## src/rtl/seq_divider_pkg.sv

```systemverilog
// Shared constants and state encoding for the sequential restoring divider.
package seq_divider_pkg;

   localparam int WIDTH_DEF = 32;
   localparam int CNT_W_DEF = 6;

   typedef enum logic [1:0] {
      IDLE = 2'd0,
      RUN  = 2'd1,
      DONE = 2'd2
   } state_e;

   // Quotient reported when the divisor is zero.
   localparam logic [WIDTH_DEF-1:0] DZ_QUOTIENT = '1;

endpackage

```

## src/rtl/seq_divider_32b_if.sv

```systemverilog
// Start/busy/done handshake and result bus between the ALU and the divider.
interface seq_divider_32b_if
   import seq_divider_pkg::*;
#(
   parameter int WIDTH = WIDTH_DEF
);

   logic             start;
   logic [WIDTH-1:0] dividend;
   logic [WIDTH-1:0] divisor;
   logic             busy;
   logic             done;
   logic [WIDTH-1:0] quotient;
   logic [WIDTH-1:0] remainder;
   logic             sig_Z;
   logic             sig_DZ;

   modport master (
      output start, dividend, divisor,
      input  busy, done, quotient, remainder, sig_Z, sig_DZ
   );

   modport slave (
      input  start, dividend, divisor,
      output busy, done, quotient, remainder, sig_Z, sig_DZ
   );

endinterface

```

## src/rtl/seq_divider_32b_div_step.sv

```systemverilog
// One restoring-division step: shift in a dividend bit, trial-subtract the divisor
// through a ripple full-adder chain (A + ~B + 1), keep or restore on the carry-out.
module div_step
   import seq_divider_pkg::*;
#(
   parameter int WIDTH = WIDTH_DEF
) (
   input  logic [WIDTH:0]   r_in,
   input  logic             q_bit_in,
   input  logic [WIDTH-1:0] divisor,
   output logic [WIDTH:0]   r_out,
   output logic             q_bit_out
);

   logic [WIDTH:0]   r_shift;
   logic [WIDTH:0]   b_inv;
   logic [WIDTH:0]   diff;
   logic [WIDTH+1:0] carry;
   logic             unused_msb;

   // The partial remainder always stays below the divisor, so its top bit is shifted out.
   assign unused_msb = r_in[WIDTH];

   always_comb begin
      r_shift  = {r_in[WIDTH-1:0], q_bit_in};
      b_inv    = ~{1'b0, divisor};
      diff     = '0;
      carry    = '0;
      carry[0] = 1'b1;
      for (int i = 0; i <= WIDTH; i++) begin
         diff[i]      = r_shift[i] ^ b_inv[i] ^ carry[i];
         carry[i+1]   = (r_shift[i] & b_inv[i]) | (carry[i] & (r_shift[i] ^ b_inv[i]));
      end
      // Carry-out set means no borrow: the divisor fits and the difference is kept.
      q_bit_out = carry[WIDTH+1];
      r_out     = q_bit_out ? diff : r_shift;
   end

endmodule

```

## src/rtl/seq_divider_32b.sv

```systemverilog
// Iterative unsigned restoring divider: one quotient bit per clock, WIDTH steps,
// with start/busy/done handshake and zero / divide-by-zero flags.
module seq_divider_32b
   import seq_divider_pkg::*;
#(
   parameter int WIDTH = WIDTH_DEF,
   parameter int CNT_W = CNT_W_DEF
) (
   input logic              clk,
   input logic              rst_n,
   seq_divider_32b_if.slave bus
);

   state_e           state_q, state_d;
   logic [WIDTH:0]   r_q, r_d;
   logic [WIDTH-1:0] q_q, q_d;
   logic [CNT_W-1:0] cnt_q, cnt_d;
   logic [WIDTH-1:0] dvs_q, dvs_d;
   logic [WIDTH-1:0] quot_q, quot_d;
   logic [WIDTH-1:0] rem_q, rem_d;
   logic             z_q, z_d;
   logic             dz_q, dz_d;

   logic [WIDTH:0]   step_r;
   logic             step_qbit;
   logic             accept;

   div_step #(
      .WIDTH (WIDTH)
   ) u_div_step (
      .r_in      (r_q),
      .q_bit_in  (q_q[WIDTH-1]),
      .divisor   (dvs_q),
      .r_out     (step_r),
      .q_bit_out (step_qbit)
   );

   always_ff @(posedge clk or negedge rst_n) begin
      if (!rst_n) begin
         state_q <= IDLE;
         r_q     <= '0;
         q_q     <= '0;
         cnt_q   <= '0;
         dvs_q   <= '0;
         quot_q  <= '0;
         rem_q   <= '0;
         z_q     <= 1'b0;
         dz_q    <= 1'b0;
      end else begin
         state_q <= state_d;
         r_q     <= r_d;
         q_q     <= q_d;
         cnt_q   <= cnt_d;
         dvs_q   <= dvs_d;
         quot_q  <= quot_d;
         rem_q   <= rem_d;
         z_q     <= z_d;
         dz_q    <= dz_d;
      end
   end

   always_comb begin
      state_d = state_q;
      r_d     = r_q;
      q_d     = q_q;
      cnt_d   = cnt_q;
      dvs_d   = dvs_q;
      quot_d  = quot_q;
      rem_d   = rem_q;
      z_d     = z_q;
      dz_d    = dz_q;
      accept  = bus.start && (state_q != RUN);

      case (state_q)
         RUN: begin
            r_d   = step_r;
            q_d   = {q_q[WIDTH-2:0], step_qbit};
            cnt_d = cnt_q + 1'b1;
            if (cnt_q == CNT_W'(WIDTH - 1)) begin
               state_d = DONE;
               quot_d  = q_d;
               rem_d   = step_r[WIDTH-1:0];
               z_d     = ~|q_d;
            end
         end
         DONE:    state_d = IDLE;
         default: state_d = IDLE;
      endcase

      // A new request in IDLE or DONE restarts the datapath; RUN ignores it.
      if (accept) begin
         q_d   = bus.dividend;
         r_d   = '0;
         cnt_d = '0;
         dvs_d = bus.divisor;
         z_d   = 1'b0;
         dz_d  = 1'b0;
         if (bus.divisor == '0) begin
            state_d = DONE;
            quot_d  = WIDTH'(DZ_QUOTIENT);
            rem_d   = bus.dividend;
            dz_d    = 1'b1;
         end else begin
            state_d = RUN;
         end
      end
   end

   assign bus.busy      = (state_q == RUN);
   assign bus.done      = (state_q == DONE);
   assign bus.quotient  = quot_q;
   assign bus.remainder = rem_q;
   assign bus.sig_Z     = z_q;
   assign bus.sig_DZ    = dz_q;

endmodule

```

## src/flat_wrapper.sv

```systemverilog
// flat-port wrapper written by rule: the top's interface ports become plain ports
module seq_divider_32b_flat import seq_divider_pkg::*;
#(
   parameter int WIDTH = WIDTH_DEF,
   parameter int CNT_W = CNT_W_DEF
)
  (clk, rst_n, bus_start, bus_dividend, bus_divisor, bus_busy, bus_done, bus_quotient, bus_remainder, bus_sig_Z, bus_sig_DZ);
  seq_divider_32b_if #(.WIDTH(WIDTH)) bus_i ();
  input logic clk;
  input logic rst_n;
  input wire logic [$bits(bus_i.start)-1:0] bus_start;
  input wire logic [$bits(bus_i.dividend)-1:0] bus_dividend;
  input wire logic [$bits(bus_i.divisor)-1:0] bus_divisor;
  output wire logic [$bits(bus_i.busy)-1:0] bus_busy;
  output wire logic [$bits(bus_i.done)-1:0] bus_done;
  output wire logic [$bits(bus_i.quotient)-1:0] bus_quotient;
  output wire logic [$bits(bus_i.remainder)-1:0] bus_remainder;
  output wire logic [$bits(bus_i.sig_Z)-1:0] bus_sig_Z;
  output wire logic [$bits(bus_i.sig_DZ)-1:0] bus_sig_DZ;
  assign bus_i.start = bus_start;
  assign bus_i.dividend = bus_dividend;
  assign bus_i.divisor = bus_divisor;
  assign bus_busy = bus_i.busy;
  assign bus_done = bus_i.done;
  assign bus_quotient = bus_i.quotient;
  assign bus_remainder = bus_i.remainder;
  assign bus_sig_Z = bus_i.sig_Z;
  assign bus_sig_DZ = bus_i.sig_DZ;
  seq_divider_32b #(.WIDTH(WIDTH), .CNT_W(CNT_W)) u_core (.clk(clk), .rst_n(rst_n), .bus(bus_i));
endmodule
```

## config.mk

```make
export PLATFORM = sky130hd
export DESIGN_NAME = seq_divider_32b_flat
export DESIGN_NICKNAME = d
export VERILOG_FILES = /design/src/rtl/seq_divider_pkg.sv /design/src/rtl/seq_divider_32b_if.sv /design/src/rtl/seq_divider_32b_div_step.sv /design/src/rtl/seq_divider_32b.sv /design/src/flat_wrapper.sv
export SDC_FILE = /design/constraint.sdc
export NUM_CORES = 1
export LEC_CHECK = 0
export CAP_MARGIN = 20
export CORE_MARGIN = 2
export CORE_UTILIZATION = 28
export CTS_BUF_LIST = sky130_fd_sc_hd__clkbuf_16
export DETAILED_ROUTE_END_ITERATION = 12
export GPL_TIMING_DRIVEN = 0
export MAX_ROUTING_LAYER = met4
export PLACE_DENSITY = 0.53
export REMOVE_ABC_BUFFERS = 1
export SLEW_MARGIN = 20
export SYNTH_ARGS = -nofsm -noshare
export SYNTH_HDL_FRONTEND = slang
export SYNTH_SLANG_ARGS = --single-unit
```

## constraint.sdc

```tcl
create_clock -name clk -period 17.9 [get_ports clk]
set_input_delay 2.685 -clock clk [delete_from_list [all_inputs] [get_ports clk]]
set_output_delay 2.685 -clock clk [all_outputs]
set_load 0.05 [all_outputs]
```

### Word level (Yosys, flattened, before mapping)

Index checks and enable logic that the tools add are counted.

* input port bits: 67
* word-level logic and storage cells: 209
* RAM bits: 0
* memories kept: 0
* latch bits: 0
* register bits after elaboration: 170
* output and inout port bits: 68
* bits in read-only memories: 0

* reduce and logical (&&, ||, !) cells: 7
* order comparisons: 0
* bitwise logic cells: 164
* eq/ne operators: 5
* multipliers: 0
* multiplexer cells: 23
* shift operators: 0
* divide/modulo/power cells: 0
* add/sub/neg operators: 1

Operator list (count)
* $mux 32: 13
* $and 1x1->1: 65
* $xor 1x1->1: 64
* $not 32->33: 1
* $or 1x1->1: 33
* $logic_not 32->1: 1
* $reduce_or 32->1: 1
* $mux 6: 2
* $mux 2: 4
* $add 6x1->6 const B: 1
* $eq 6x5->1 const B: 1
* $mux 1: 4
* $reduce_bool 2->1: 2
* $ne 3x1->1 const B: 1
* $eq 2x1->1 const B: 1
* $eq 2x2->1 const B: 1
* $ne 2x1->1 const B: 1
* $reduce_and 2->1: 1
* $logic_and 1x1->1: 1
* $logic_not 1->1: 1
* $not 1->1: 1

### Depth between registers and ports, before layout

Gate-level depths: netlist (run 1).

* word-level depth: 72
* mapped depth: 41
* mapped depth without buffers: 39

### Cells and area by module

A second synthesis (run 1) with hierarchy kept.

* cell total of the unflattened synthesis: 875
* area total of the unflattened synthesis: 8647.0 um2

By module, submodules not included
* seq_divider_32b: seq. area each 4279.1 um2, times used 1, area an instance 7363.3 um2, cells each 734
* div_step: seq. area each 0.0 um2, times used 1, area an instance 1283.7 um2, cells each 141

### Worst setup path after synthesis (run 1)

Ideal clock, no wire load.

* path kind: reg2reg
* start: register u_core.q_q[31]
* end: register u_core.rem_q[10] (netlist: u_core.bus.remainder[10])
* cell stages (with the launch flop): 42
* required time: 17.769 ns
* data arrival time: 13.013 ns
* buffers on the path: 2
* period minus slack after synthesis: 13.144 ns
* setup time: 0.131 ns
* slack: 4.756 ns
* cells stage by stage: dfrtp_1 > inv_1 > ha_1 > inv_1 > fa_1 > fa_1 > fa_1 > fa_1 > fa_1 > fa_1 > fa_1 > fa_1 > fa_1 > fa_1 > fa_1 > fa_1 > fa_1 > fa_1 > (+6 left out) > fa_1 > fa_1 > fa_1 > fa_1 > fa_1 > fa_1 > fa_1 > fa_1 > inv_1 > fa_1 > fa_1 > fa_1 > nor2b_1 > clkbuf_1 > clkbuf_1 > mux2_2 > mux2i_1 > mux2i_1

* cells in the longest elaborated chain, start to end: 71
* elaborated cells between the ends (all ways): 73
* classes of those cells: 5 x mux; 68 x bitwise

Ends and longest elaborated chain
* start: declaration: RTL line seq_divider_32b.sv:16 `logic [WIDTH-1:0] q_q, q_d;`
* start signal: assignment: RTL line seq_divider_32b.sv:52 `q_q <= q_d;`
* $and 1x1->1 / $xor 1x1->1 (equally long branches): RTL line seq_divider_32b_div_step.sv:32 `carry[i+1] = (r_shift[i] & b_inv[i]) | (carry[i] & (r_shift[i] ^ b_inv[i]));`
* $or 1x1->1 *: RTL line seq_divider_32b_div_step.sv:32
* $and 1x1->1 *: RTL line seq_divider_32b_div_step.sv:32
* $or 1x1->1 *: RTL line seq_divider_32b_div_step.sv:32
* $and 1x1->1 *: RTL line seq_divider_32b_div_step.sv:32
* $or 1x1->1 *: RTL line seq_divider_32b_div_step.sv:32
* $and 1x1->1 *: RTL line seq_divider_32b_div_step.sv:32
* $or 1x1->1 *: RTL line seq_divider_32b_div_step.sv:32
* (+56 left out)
* $and 1x1->1: RTL line seq_divider_32b_div_step.sv:32
* $or 1x1->1: RTL line seq_divider_32b_div_step.sv:32
* $mux 32 *: RTL line seq_divider_32b_div_step.sv:36 `r_out = q_bit_out ? diff : r_shift;`
* $mux 32 *: RTL line seq_divider_32b.sv:79 `if (cnt_q == CNT_W'(WIDTH - 1)) begin`
* $mux 32 *: RTL line seq_divider_32b.sv:74 `case (state_q)`
* $mux 32: RTL line seq_divider_32b.sv:98 `if (bus.divisor == '0) begin`
* $mux 32 *: RTL line seq_divider_32b.sv:91 `if (accept) begin`
* via u_core.rem_d[10]: RTL line seq_divider_32b.sv:20 `logic [WIDTH-1:0] rem_q, rem_d;`
* end signal: assignment: RTL line seq_divider_32b.sv:56 `rem_q <= rem_d;`
* end: declaration: RTL line seq_divider_32b.sv:20

The timed path passes the listed nets; every way through them passes the cells marked *.
A chain may end at the register's enable or synchronous reset.

### Final worst setup path (run 1)

* start: register u_core.q_q[31]
* end: register u_core.rem_q[0] (netlist: u_core.bus.remainder[0])

* cells in the longest elaborated chain, start to end: 71
* elaborated cells between the ends (all ways): 73
* classes of those cells: 5 x mux; 68 x bitwise

Ends and longest elaborated chain (RTL line)
* $and 1x1->1 / $xor 1x1->1 (equally long branches): seq_divider_32b_div_step.sv:32, seq_divider_32b_div_step.sv:31
* $or 1x1->1: seq_divider_32b_div_step.sv:32
* $and 1x1->1: seq_divider_32b_div_step.sv:32
* $or 1x1->1: seq_divider_32b_div_step.sv:32
* $and 1x1->1: seq_divider_32b_div_step.sv:32
* $or 1x1->1: seq_divider_32b_div_step.sv:32
* $and 1x1->1: seq_divider_32b_div_step.sv:32
* $or 1x1->1: seq_divider_32b_div_step.sv:32
* (+56 left out)
* $and 1x1->1: seq_divider_32b_div_step.sv:32
* $or 1x1->1: seq_divider_32b_div_step.sv:32
* $mux 32 *: seq_divider_32b_div_step.sv:36
* $mux 32 *: seq_divider_32b.sv:79
* $mux 32 *: seq_divider_32b.sv:74
* $mux 32: seq_divider_32b.sv:98
* $mux 32 *: seq_divider_32b.sv:91
* via u_core.rem_d[0]: seq_divider_32b.sv:20

Marked as above.

==> impl_results.md, run 1 <==
- Via count: 6047
- I/O pin cnt: between 100 and 150
- CP startpoint: u_core.q_q[31]
- Pleak: 5.050 nW
- RSZ-0062 raised after global routing: false
- Fmax: around 0.07 GHz
- Clock latency on the worst-skew pair: 0.44 ns
- Worst Setup Path Type: reg2reg
- Hold-fix buffers, CTS: 0
- Core region area: 0.02980 mm2
- Final Setup Violations: 0
- DR WL/cell: 17.07 um
- Most frequent cells in the layout: dfrtp_1 (170), nand2_1 (162), clkdlybuf4s50_1 (132), mux2i_1 (94), mux2_2 (64)
- Buffers on Ports: 134
- Global Route Usage Sum: 0.1530
- Min Tclk post-route: 14.13 ns
- Post-synthesis compound-gate area fraction: 0.03068
- Post-synthesis simple-gate area fraction: 0.1434
- Slew Viols, Final: 0
- Final GP Congestion: 0.7393
- Crit path DAT: 14.45 ns
- Worst Skew: 0.02012 ns
- Root Driver: clkbuf_16
- Cell count after synthesis: 789
- Vias in the first global route: 6400
- Sequential share of power: 0.320
- P_int: 1.281 mW
- Number of synthesized flops with an enable pin: 0
- Xor/xnor cell area share of the yosys netlist: 0.001027
- Post-Place Cells: 1285
- Worst path max stage delay: 0.57 ns
- Post-Syn Area: 0.008524 mm2
- Synth unique cells: 33
- Initial Utilization: 0.2861
- Syn_area_per_cell: 10.80 um2
- Part of the power in combinational logic: 0.504
- Initial DRC count: 354
- Worst Path Max Fanout: 17
- Synth Flop Type: dfrtp_1
- Slowest cell on the critical path: nor2b_4
- Max-slew headroom: 0.4840
- Most used cell, CP: fa_1
- Async SR Flop Fraction: 1.000
- DRC viols: 0
- Total congestion overflow: 0
- Flop2flop setup slack: 3.77 ns
- Setup_tns: 0 ns
- Post-Layout Cell Count: around 1300
- CTS tree: done
- First-pass detailed-route iteration total: 4
- Commonest non-fill, non-tap cell in the layout: dfrtp_1
- Largest net degree at the start of global routing: 79
- Number of max-cap violations: 0
- Area growth syn-to-layout: 29.88%
- First-pass GRT wire length: 36050 um
- CTS Sinks: 170
- Synth warnings: 0
- Reg clk slew, reported paths: 0.08 ns
- Hpwl dp: between 15000 and 20000 um
- Rows: 63
- Peak VDD IR: between 0.07 and 0.08 mV
- Hold Path Origin: u_core.bus.sig_DZ
- Worst setup SP type: register
- Worst r2r path cells: 40
- Switching Fraction: 0.4210
- Synth Area in Adders: 0.07574
- Dpl ws: 3.804 ns
- Multiplexer area fraction after synthesis: 0.1976
- Fin nets: roughly 1000
- Post-Route WL: 22460 um
- Synthesized flop and latch total: 170
- Die X: 178.5 um
- Resized cells post-CTS: 0
- TritonCTS Buffers: 17
- Die H: between 150 and 200 um
- Setup Buffers After CTS: 0
- Clock Path Buffers: 2
- Post-route setup slack: 3.774 ns
- Pwr/cell area: 199.8 mW/mm2
- Final Hold Viols: 0
- Diodes inserted: 0
- Reg-to-Reg Start: u_core.q_q[31]
- Die area: approximately 0.032 mm2
- Worst path required time: 18.22 ns
- Clock power share: 0.176
- Initial antenna violation count: 0
- Psw: 0.9311 mW
- Antenna Nets Post-Route: 0
- Measured slew at the worst slew-check pin: 0.7677 ns
- Fin crit share: 0.7892
- Register area share after synthesis: 0.4990
- Cell depth of the worst hold path: 2
- Run status: completed
- Share of layout cells above drive strength 1: 0.1328
- Tot Pwr: ~2.2 mW
- Largest family of logic cells by synthesized area: multiplexers
- H-tree levels: 4
- Critical path endpoint category: register
- Min-delay worst type: reg2reg
- Vias per cell: 4.595
[worst paths after layout]
check                                               end
worst max-delay path            u_core.bus.remainder[0]
worst min-delay path                  u_core.bus.sig_DZ
worst max register to register  u_core.bus.remainder[0]
worst min register to register        u_core.bus.sig_DZ
max in group asynchronous        u_core.bus.quotient[2]
min in group asynchronous       u_core.bus.quotient[19]
[worst max-delay path: cells and delay by family (launching register included)]
kind | cells | cell delay (ns)
fa+ha+maj | 32 | 11.95
simple gates | 1 | 0.57
flops | 1 | 0.39
mux | 3 | 0.65
buf+inv | 4 | 0.44
[Yosys cell counts, types with 4 or more instances]
cell type | n | area share
buf_1 | 4 | 0.0018
buf_2 | 10 | 0.0059
clkbuf_1 | 33 | 0.015
dfrtp_1 | 170 | 0.50
fa_1 | 31 | 0.073
inv_1 | 63 | 0.028
mux2_2 | 64 | 0.085
mux2i_1 | 94 | 0.11
nand2_1 | 163 | 0.072
nand3_1 | 34 | 0.020
nand3b_1 | 28 | 0.025
nand4_1 | 4 | 0.0029
nor2_1 | 6 | 0.0026
nor4_1 | 18 | 0.013
o21ai_0 | 40 | 0.023
[layer usage]
metal / up-vias / wire length [um] / global-route usage
met5: - / 0 / -
met4: 0 / 284 / 0.03930
met3: 16 / 875 / 0.03090
met2: 121 / 10510 / 0.2347
met1: 3027 / 10790 / 0.2071
li1: 2883 / - / -
[per-stage QoR]
stage          instance area, um2  hold slack, ns    util
3_5_place_dp                10470          0.4681  0.3515
2_1_floorplan                8313          0.4796       -
6_report                    11070          0.4788  0.3716
5_1_grt                     11070          0.5181  0.3716
3_3_place_gp                10140          0.4609  0.3404
4_1_cts                     11070          0.4875  0.3716
[cells by family (layout without fill, tap and decap cells)]
group | count (synthesis) | in the layout
AND/OR/NAND/NOR | 264 | 264
flip-flops | 170 | 170
multiplexers | 160 | 160
buffers and inverters | 112 | 249
AO/OA/AOI/OAI | 49 | 49
adder cells (fa/ha/maj) | 33 | 33
XOR/XNOR | 1 | 1
[flip-flops by register name (all words and copies together) (netlist names)]
register and flops:
u_core.q_q 32, u_core.bus.sig_DZ 1, u_core.bus.quotient 32, u_core.cnt_q 6, u_core.dvs_q 32, u_core.bus.remainder 32, u_core.r_q 32, u_core.bus.sig_Z 1
u_core.state_q 2
[area by class of cell]
class                           count  area (um2)
Tap cell                          390       488.0
Sequential cell                   170        4254
Clock buffer                       17       425.4
Clock inverter                     14       173.9
Multi-Input combinational cell    507        3847
Timing Repair Buffer              155        1644
Inverter                           63       239.0
Fill cell                        2994       18720
[power by group through the flow]
stage	combinational (mW)	clock (mW)	sequential, mW
2_1_floorplan	0.602	0	0.872
3_3_place_gp	1.08	0	0.714
3_5_place_dp	1.12	0	0.715
4_1_cts	1.13	0.401	0.710
5_1_grt	1.25	0.417	0.734
6_report	1.11	0.390	0.707
No activity file was read; power rests on OpenSTA's default activity.
==> run 2, diff against run 1 <==
--- a/config.mk
+++ b/config.mk
@@ -12,7 +12,7 @@
 export DETAILED_ROUTE_END_ITERATION = 12
 export GPL_TIMING_DRIVEN = 0
 export MAX_ROUTING_LAYER = met4
-export PLACE_DENSITY = 0.53
+export PLACE_DENSITY = 0.55
 export REMOVE_ABC_BUFFERS = 1
 export SLEW_MARGIN = 20
 export SYNTH_ARGS = -nofsm -noshare
==> constraint.sdc (replaced) <==
create_clock -name clk -period 12.7 [get_ports clk]
set_input_delay 1.905 -clock clk [delete_from_list [all_inputs] [get_ports clk]]
set_output_delay 1.905 -clock clk [all_outputs]
set_load 0.05 [all_outputs]
==> run 2 against run 1 <==
Effect of this change: die area unchanged; total power grew 48%; sequential power grew 41%; non-clock buffer count grew 9; critical path type unchanged; largest power group unchanged; highest routed layer unchanged.
==> impl_results.md, run 2 (synthesis gave the netlist of run 1 again) <==
- Run status: completed
- Most frequent cells in the layout: dfrtp_1 (170), nand2_1 (162), clkdlybuf4s50_1 (132), mux2i_1 (94), inv_1 (60)
- Post-Route WL: 22830 um (+1.6%)
- Worst r2r path cells: 41 (+2.5%)
- Post-route setup slack: 0.3397 ns (-3.434 ns)
- Setup_tns: 0 ns (unchanged)
- Final Hold Slack: 0.4813 ns (+0.002547 ns)
- Area growth syn-to-layout: 32.70%
- Clock Path Buffers: 2 (unchanged)
- Most used cell, CP: fa_2
- Fin crit share: 0.9732 (+0.1841)
- Peak VDD IR: 0.1054 mV (+47%)
- Max-slew headroom: 0.5544 (+0.07039)
- Critical path endpoint category: register
- Initial DRC count: 343 (-3.1%)
- CTS Sinks: 170 (unchanged)
- Hold Path Origin: u_core.bus.sig_DZ
- Final Setup Violations: 0 (unchanged)
- Vias in the first global route: 6368 (-0.50%)
- Dpl ws: -1.414 ns (-5.219 ns)
- Worst Path Max Fanout: 8 (-9)
- Final GP Congestion: 0.7139 (-3.4%)
- Total congestion overflow: 0 (unchanged)
- Global Route Usage Sum: 0.1518 (-0.001230)
- RSZ-0062 raised after global routing: true
- Min-delay worst type: reg2reg
- Die X: 178.5 um (unchanged)
- Slowest cell on the critical path: dfrtp_1
- Hold endpoint: u_core.bus.sig_DZ
- Fin nets: 1023 (+0.89%)
- Initial antenna violation count: 0 (unchanged)
- First-pass detailed-route iteration total: 6 (+2)
- Fmax: 0.08090 GHz (+14%)
- Share of layout cells above drive strength 1: 0.1795 (+0.04666)
- Die area: 0.03186 mm2 (unchanged)
- Die H: 178.5 um (unchanged)
- Post-Layout Cell Count: 1326 (+0.76%)
- Buffers on Ports: 134 (unchanged)
- Capturing point of the worst reg2reg path: u_core.bus.remainder[19]
- Clock latency on the worst-skew pair: 0.42 ns (-0.02 ns)
- Post-Place Cells: 1284 (-0.078%)
- I/O pin cnt: 135 (unchanged)
- Worst path required time: 13.00 ns (-5.22 ns)
- DRC viols: 0 (unchanged)
- Crit path DAT: 12.66 ns (-1.79 ns)
- Rows: 63 (unchanged)
- Cell depth of the worst hold path: 2 (unchanged)
- Antenna Nets Post-Route: 0 (unchanged)
- H-tree levels: 4 (unchanged)
- Slew Viols, Final: 0 (unchanged)
- Hold-fix buffers, CTS: 0 (unchanged)
- Root Driver: clkbuf_16
- Final Hold Viols: 0 (unchanged)
- Worst Setup Path Type: reg2reg
- Measured slew at the worst slew-check pin: 0.6624 ns (-0.1053 ns)
- Commonest non-fill, non-tap cell in the layout: dfrtp_1
- Number of max-cap violations: 0 (unchanged)
- Pwr/cell area: 289.8 mW/mm2 (+45%)
- Diodes inserted: 0 (unchanged)
- Flop2flop setup slack: 0.34 ns (-3.43 ns)
- First-pass GRT wire length: 35850 um (-0.57%)
- Worst path max stage delay: 0.40 ns (-0.17 ns)
- Util after Layout: 0.3797 (+0.008063)
- Worst Skew: 0.01051 ns (-0.009608 ns)
- Largest net degree at the start of global routing: 91 (+15%)
- Hpwl dp: 15660 um (-2.5%)
- Via count: 6034 (-0.21%)
- Reg-to-Reg Start: u_core.q_q[31]
- DR WL/cell: 17.22 um (+0.88%)
- CTS tree: done
- Core region area: 0.02980 mm2 (unchanged)
- Initial Utilization: 0.2861 (unchanged)
- Vias per cell: 4.551 (-0.97%)
- Pleak: 5.131 nW (+1.6%)
- Worst setup SP type: register
- Min Tclk post-route: 12.36 ns (-1.766 ns)
- TritonCTS Buffers: 17 (unchanged)
- Reg clk slew, reported paths: 0.07 ns (about the same)
[run 2: cell types whose count changed in the layout (fill, tap and decap cells not counted), moves of 3 or more]
| cell | previous run | this run |
|---|---|---|
| buf_2 | 9 | 5 |
| buf_4 | 4 | 12 |
| fa_1 | 31 | 0 |
| fa_2 | 0 | 31 |
| inv_1 | 63 | 60 |
| inv_2 | 0 | 3 |
| mux2_2 | 64 | 50 |
| mux2_4 | 0 | 14 |
[run 2: through the flow]
stage	instance area, um2	power [mW]
after floorplan	8313	2.077
after global placement	10140	2.531
after detailed placement	10460	2.589
after CTS	11190	3.222
after global routing	11310	3.577
final	11310	3.279
[run 2: worst max-delay path, delay by kind of cell, from the launching register on]
family                     cells  cell delay (ns)
and+or+nand+nor                1             0.22
muxes                          3             0.58
DFF                            1             0.40
buffers and inverters          5             0.47
adders and majority gates     32            10.54
[run 2: what timing repair did]
| item | 4_1_cts | 5_1_grt |
|---|---|---|
| buffers inserted | 5 | 3 |
| cloned | 1 | 1 |
| setup endpoints to repair | 67 | 59 |
| pin swaps | 0 | 2 |
| resized for setup | 30 | 23 |
[run 2: worst max-delay path by stage]
stage,startpoint,to,depth (start not counted)
floorplan,u_core.q_q[31],u_core.bus.remainder[0],39
global placement,u_core.q_q[31],u_core.bus.remainder[0],39
detailed placement,u_core.q_q[31],u_core.bus.remainder[15],40
CTS,u_core.q_q[31],u_core.bus.remainder[20],41
global route,u_core.q_q[31],u_core.bus.remainder[15],41
finish,u_core.q_q[31],u_core.bus.remainder[19],41
[run 2: report_power, final]
group	switching [mW]	internal, mW	leakage, nW	total (mW)
combinational	0.922	0.836	2.97	1.76
sequential	0.201	0.799	1.88	1.00
clock	0.245	0.275	0.278	0.520
total	1.37	1.91	5.13	3.28
[run 2: per-layer routing]
metal	vias to the layer above	global-route usage	wire length, um
li1	2903	-	-
met3	13	0.03048	937
met1	3000	0.2055	10790
met2	118	0.2363	10860
met4	0	0.03184	247
met5	-	-	0
[run 2: area by class of cell]
cell class / instances / area, um2
flip-flops and latches: 170 / 4254
fillers: 2964 / 18480
clock inverters: 15 / 143.9
multi-input cells: 507 / 3990
clock buffers: 17 / 425.4
repair buffers: 164 / 1772
inverters: 63 / 239.0
well taps: 390 / 488.0
==> run 3, diff against run 2 <==
--- a/config.mk
+++ b/config.mk
@@ -5,14 +5,13 @@
 export SDC_FILE = /design/constraint.sdc
 export NUM_CORES = 1
 export LEC_CHECK = 0
-export CAP_MARGIN = 20
 export CORE_MARGIN = 2
 export CORE_UTILIZATION = 28
 export CTS_BUF_LIST = sky130_fd_sc_hd__clkbuf_16
 export DETAILED_ROUTE_END_ITERATION = 12
 export GPL_TIMING_DRIVEN = 0
 export MAX_ROUTING_LAYER = met4
-export PLACE_DENSITY = 0.55
+export PLACE_DENSITY = 0.53
 export REMOVE_ABC_BUFFERS = 1
 export SLEW_MARGIN = 20
 export SYNTH_ARGS = -nofsm -noshare
==> constraint.sdc (replaced) <==
create_clock -name clk -period 11.8 [get_ports clk]
set_input_delay 1.77 -clock clk [delete_from_list [all_inputs] [get_ports clk]]
set_output_delay 1.77 -clock clk [all_outputs]
set_load 0.05 [all_outputs]
==> run 3 against run 2 <==
Effect of this change: the run now ends with negative setup slack left; cell count grew 0.23%; via count grew 0.83%; cell area grew 0.82%; clock-buffer cell count is the same; total power grew 11%; combinational power grew 16%; hold slack lost 0.0062 ns; non-clock buffer count grew 3; sequential share of layout area shrank 0.31 points; fmax grew 0.18%; first-iteration DRC count shrank 6.1%; largest cell class unchanged.
==> impl_results.md, run 3 (synthesis gave the netlist of run 1 again) <==
- Post-Route WL: 23010 um (+0.80%)
- Min Tclk post-route: 12.34 ns (-0.02247 ns)
- Post-route setup slack: -0.5378 ns (-0.8775 ns)
- DR WL/cell: 17.32 um (+0.57%)
- Slew Viols, Final: 0 (unchanged)
- Core region area: 0.02980 mm2 (unchanged)
- Min-delay worst type: reg2reg
- H-tree levels: 4 (unchanged)
- Cell depth of the worst hold path: 2 (unchanged)
- Diodes inserted: 0 (unchanged)
- Sequential share of power: 0.296 (-0.009)
- Die X: 178.5 um (unchanged)
- Area growth syn-to-layout: 33.79%
- Commonest non-fill, non-tap cell in the layout: dfrtp_1
- Fmax: 0.08105 GHz (+0.18%)
- Antenna Nets Post-Route: 0 (unchanged)
- Pleak: 5.177 nW (+0.90%)
- Die H: 178.5 um (unchanged)
- Pwr/cell area: 320.2 mW/mm2 (+10%)
- Initial Utilization: 0.2861 (unchanged)
- Root Driver: clkbuf_16
- Initial antenna violation count: 0 (unchanged)
- Final GP Congestion: 0.7393 (+3.6%)
- Part of the power in combinational logic: 0.560 (+0.024)
- Worst path bufs/invs: 6 (+1)
- Buffers on Ports: 134 (unchanged)
- RSZ-0062 raised after global routing: true
- Final Hold Viols: 0 (unchanged)
- Worst setup SP type: register
- Slowest cell on the critical path: dfrtp_1
- Fill cells: 2949 (-0.51%)
- Rows: 63 (unchanged)
- Worst r2r path cells: 42 (+2.4%)
- Initial DRC count: 322 (-6.1%)
- Reg clk slew, reported paths: 0.08 ns (about the same)
- Hold-fix buffers, CTS: 0 (unchanged)
- Run status: complete, but fails checks
- Total congestion overflow: 0 (unchanged)
- Critical path endpoint category: register
- Clock power share: 0.144 (-0.015)
- Worst Skew: 0.01645 ns (+0.005938 ns)
- Worst path required time: 12.10 ns (-0.90 ns)
- Most used cell, CP: fa_2
- Fin nets: 1026 (+0.29%)
- Largest net degree at the start of global routing: 79 (-13%)
- Crit path DAT: 12.64 ns (-0.02 ns)
- I/O pin cnt: 135 (unchanged)
- P_int: 2.138 mW (+12%)
- Crit path depth: 42 (+2.4%)
- Global Route Usage Sum: 0.1552 (+0.003389)
- Die area: 0.03186 mm2 (unchanged)
- Number of max-cap violations: 0 (unchanged)
- Peak VDD IR: 0.1176 mV (+12%)
- Measured slew at the worst slew-check pin: 0.7984 ns (+0.1361 ns)
- Worst Path Max Fanout: 8 (unchanged)
- TritonCTS Buffers: 17 (unchanged)
- Util after Layout: 0.3828 (+0.003107)
- First-pass detailed-route iteration total: 4 (-2)
- CTS tree: done
- Failing checks: negative setup slack
- Vias per cell: 4.578 (+0.60%)
- Switching Fraction: 0.4144 (-0.002770)
- CTS Sinks: 170 (unchanged)
- DRC viols: 0 (unchanged)
- Clock Path Buffers: 2 (unchanged)
- Clock latency on the worst-skew pair: 0.43 ns (about the same)
- Worst Setup Path Type: reg2reg
- Max-slew headroom: 0.4633 (-0.09106)
- Psw: 1.513 mW (+11%)
- Hpwl dp: 16110 um (+2.8%)
- Worst path max stage delay: 0.39 ns (about the same)
- First-pass GRT wire length: 36490 um (+1.8%)
- Final Hold Slack: 0.4751 ns (-0.006234 ns)
- Share of layout cells above drive strength 1: 0.1991 (+0.01966)
- Via count: 6084 (+0.83%)
- Most frequent cells in the layout: dfrtp_1 (170), nand2_1 (151), clkdlybuf4s50_1 (132), mux2i_1 (92), inv_1 (59)
- Fin crit share: 1.046 (+0.07233)
- Top Family by Delay on Critical Path: adder cells
- Vias in the first global route: 6396 (+0.44%)
- Final Setup Violations: 66 (+66)
## run 3: cell types whose count changed in the layout (fill, tap and decap cells not counted), sizes merged
cell	previous run	this run
buf	31	35
bufinv	1	0
clkbuf	18	17
clkinv	6	8
clkinvlp	2	5
inv	69	65
## run 3: final cells by class
class                           instances  area [um2]  share of cell area
Clock buffer                           17       425.4             0.03730
Clock inverter                         15       102.6            0.008996
Inverter                               63       239.0             0.02095
Multi-Input combinational cell        507        4096              0.3592
Sequential cell                       170        4254              0.3730
Tap cell                              390       488.0             0.04279
Timing Repair Buffer                  167        1799              0.1578
## run 3: metal layers
layer	GRT usage	share of wire	vias to the layer above	wire, um
met4	0.03828	0.013	0	298
met1	0.2062	0.47	3050	10900
met2	0.2437	0.48	116	10940
met5	-	0	-	0
li1	-	-	2904	-
met3	0.03069	0.038	14	879
## run 3: stage by stage
| step | TNS (ns) | instance area [um2] | power [mW] | cells | setup WS (ns) |
|---|---|---|---|---|---|
| final | -25.97 | 11400 | 3.651 | 1329 | -0.5378 |
| after global routing | -48.88 | 11400 | 3.951 | 1329 | -0.8791 |
| after floorplan | -141.44 | 8313 | 2.235 | 740 | -2.399 |
| after detailed placement | -135.55 | 10470 | 2.787 | 1285 | -2.279 |
| after global placement | -312.18 | 10140 | 2.728 | 1264 | -4.509 |
| after CTS | -27.13 | 11320 | 3.614 | 1325 | -0.5535 |
## run 3: power by group through the flow
| stage | combinational (mW) | sequential (mW) | clock [mW] |
|---|---|---|---|
| after floorplan | 0.913 | 1.32 | 0 |
| after global placement | 1.65 | 1.08 | 0 |
| after CTS | 1.98 | 1.08 | 0.548 |
| final | 2.04 | 1.08 | 0.526 |
| after detailed placement | 1.70 | 1.09 | 0 |
| after global routing | 2.26 | 1.12 | 0.567 |
## run 3: worst reg2reg max path, delay by kind of cell (launching register included)
kind | cells | cell delay (ns)
flip-flops | 1 | 0.39
multiplexers | 3 | 0.55
buffers and inverters | 6 | 0.55
adder cells (fa/ha/maj) | 32 | 10.54
AND/OR/NAND/NOR | 1 | 0.16
## run 3: timing repair
action / CTS / global route
pin swaps: 2 / 3
setup buffers: 7 / 4
gates resized for setup: 68 / 16
endpoints found under the setup margin: 67 / 67
gates cloned: 1 / 0
## run 3: worst paths after layout
| check | start | to | slack, ns |
|---|---|---|---|
| max | u_core.q_q[31] | u_core.bus.remainder[6] | -0.54 |
| min reg2reg | u_core.bus.sig_DZ | u_core.bus.sig_DZ | 0.48 |
| max reg2reg | u_core.q_q[31] | u_core.bus.remainder[6] | -0.54 |
| min in group asynchronous | rst_n | u_core.q_q[15] | 1.21 |
| max in group asynchronous | rst_n | u_core.dvs_q[2] | 9.55 |
| min | u_core.bus.sig_DZ | u_core.bus.sig_DZ | 0.48 |
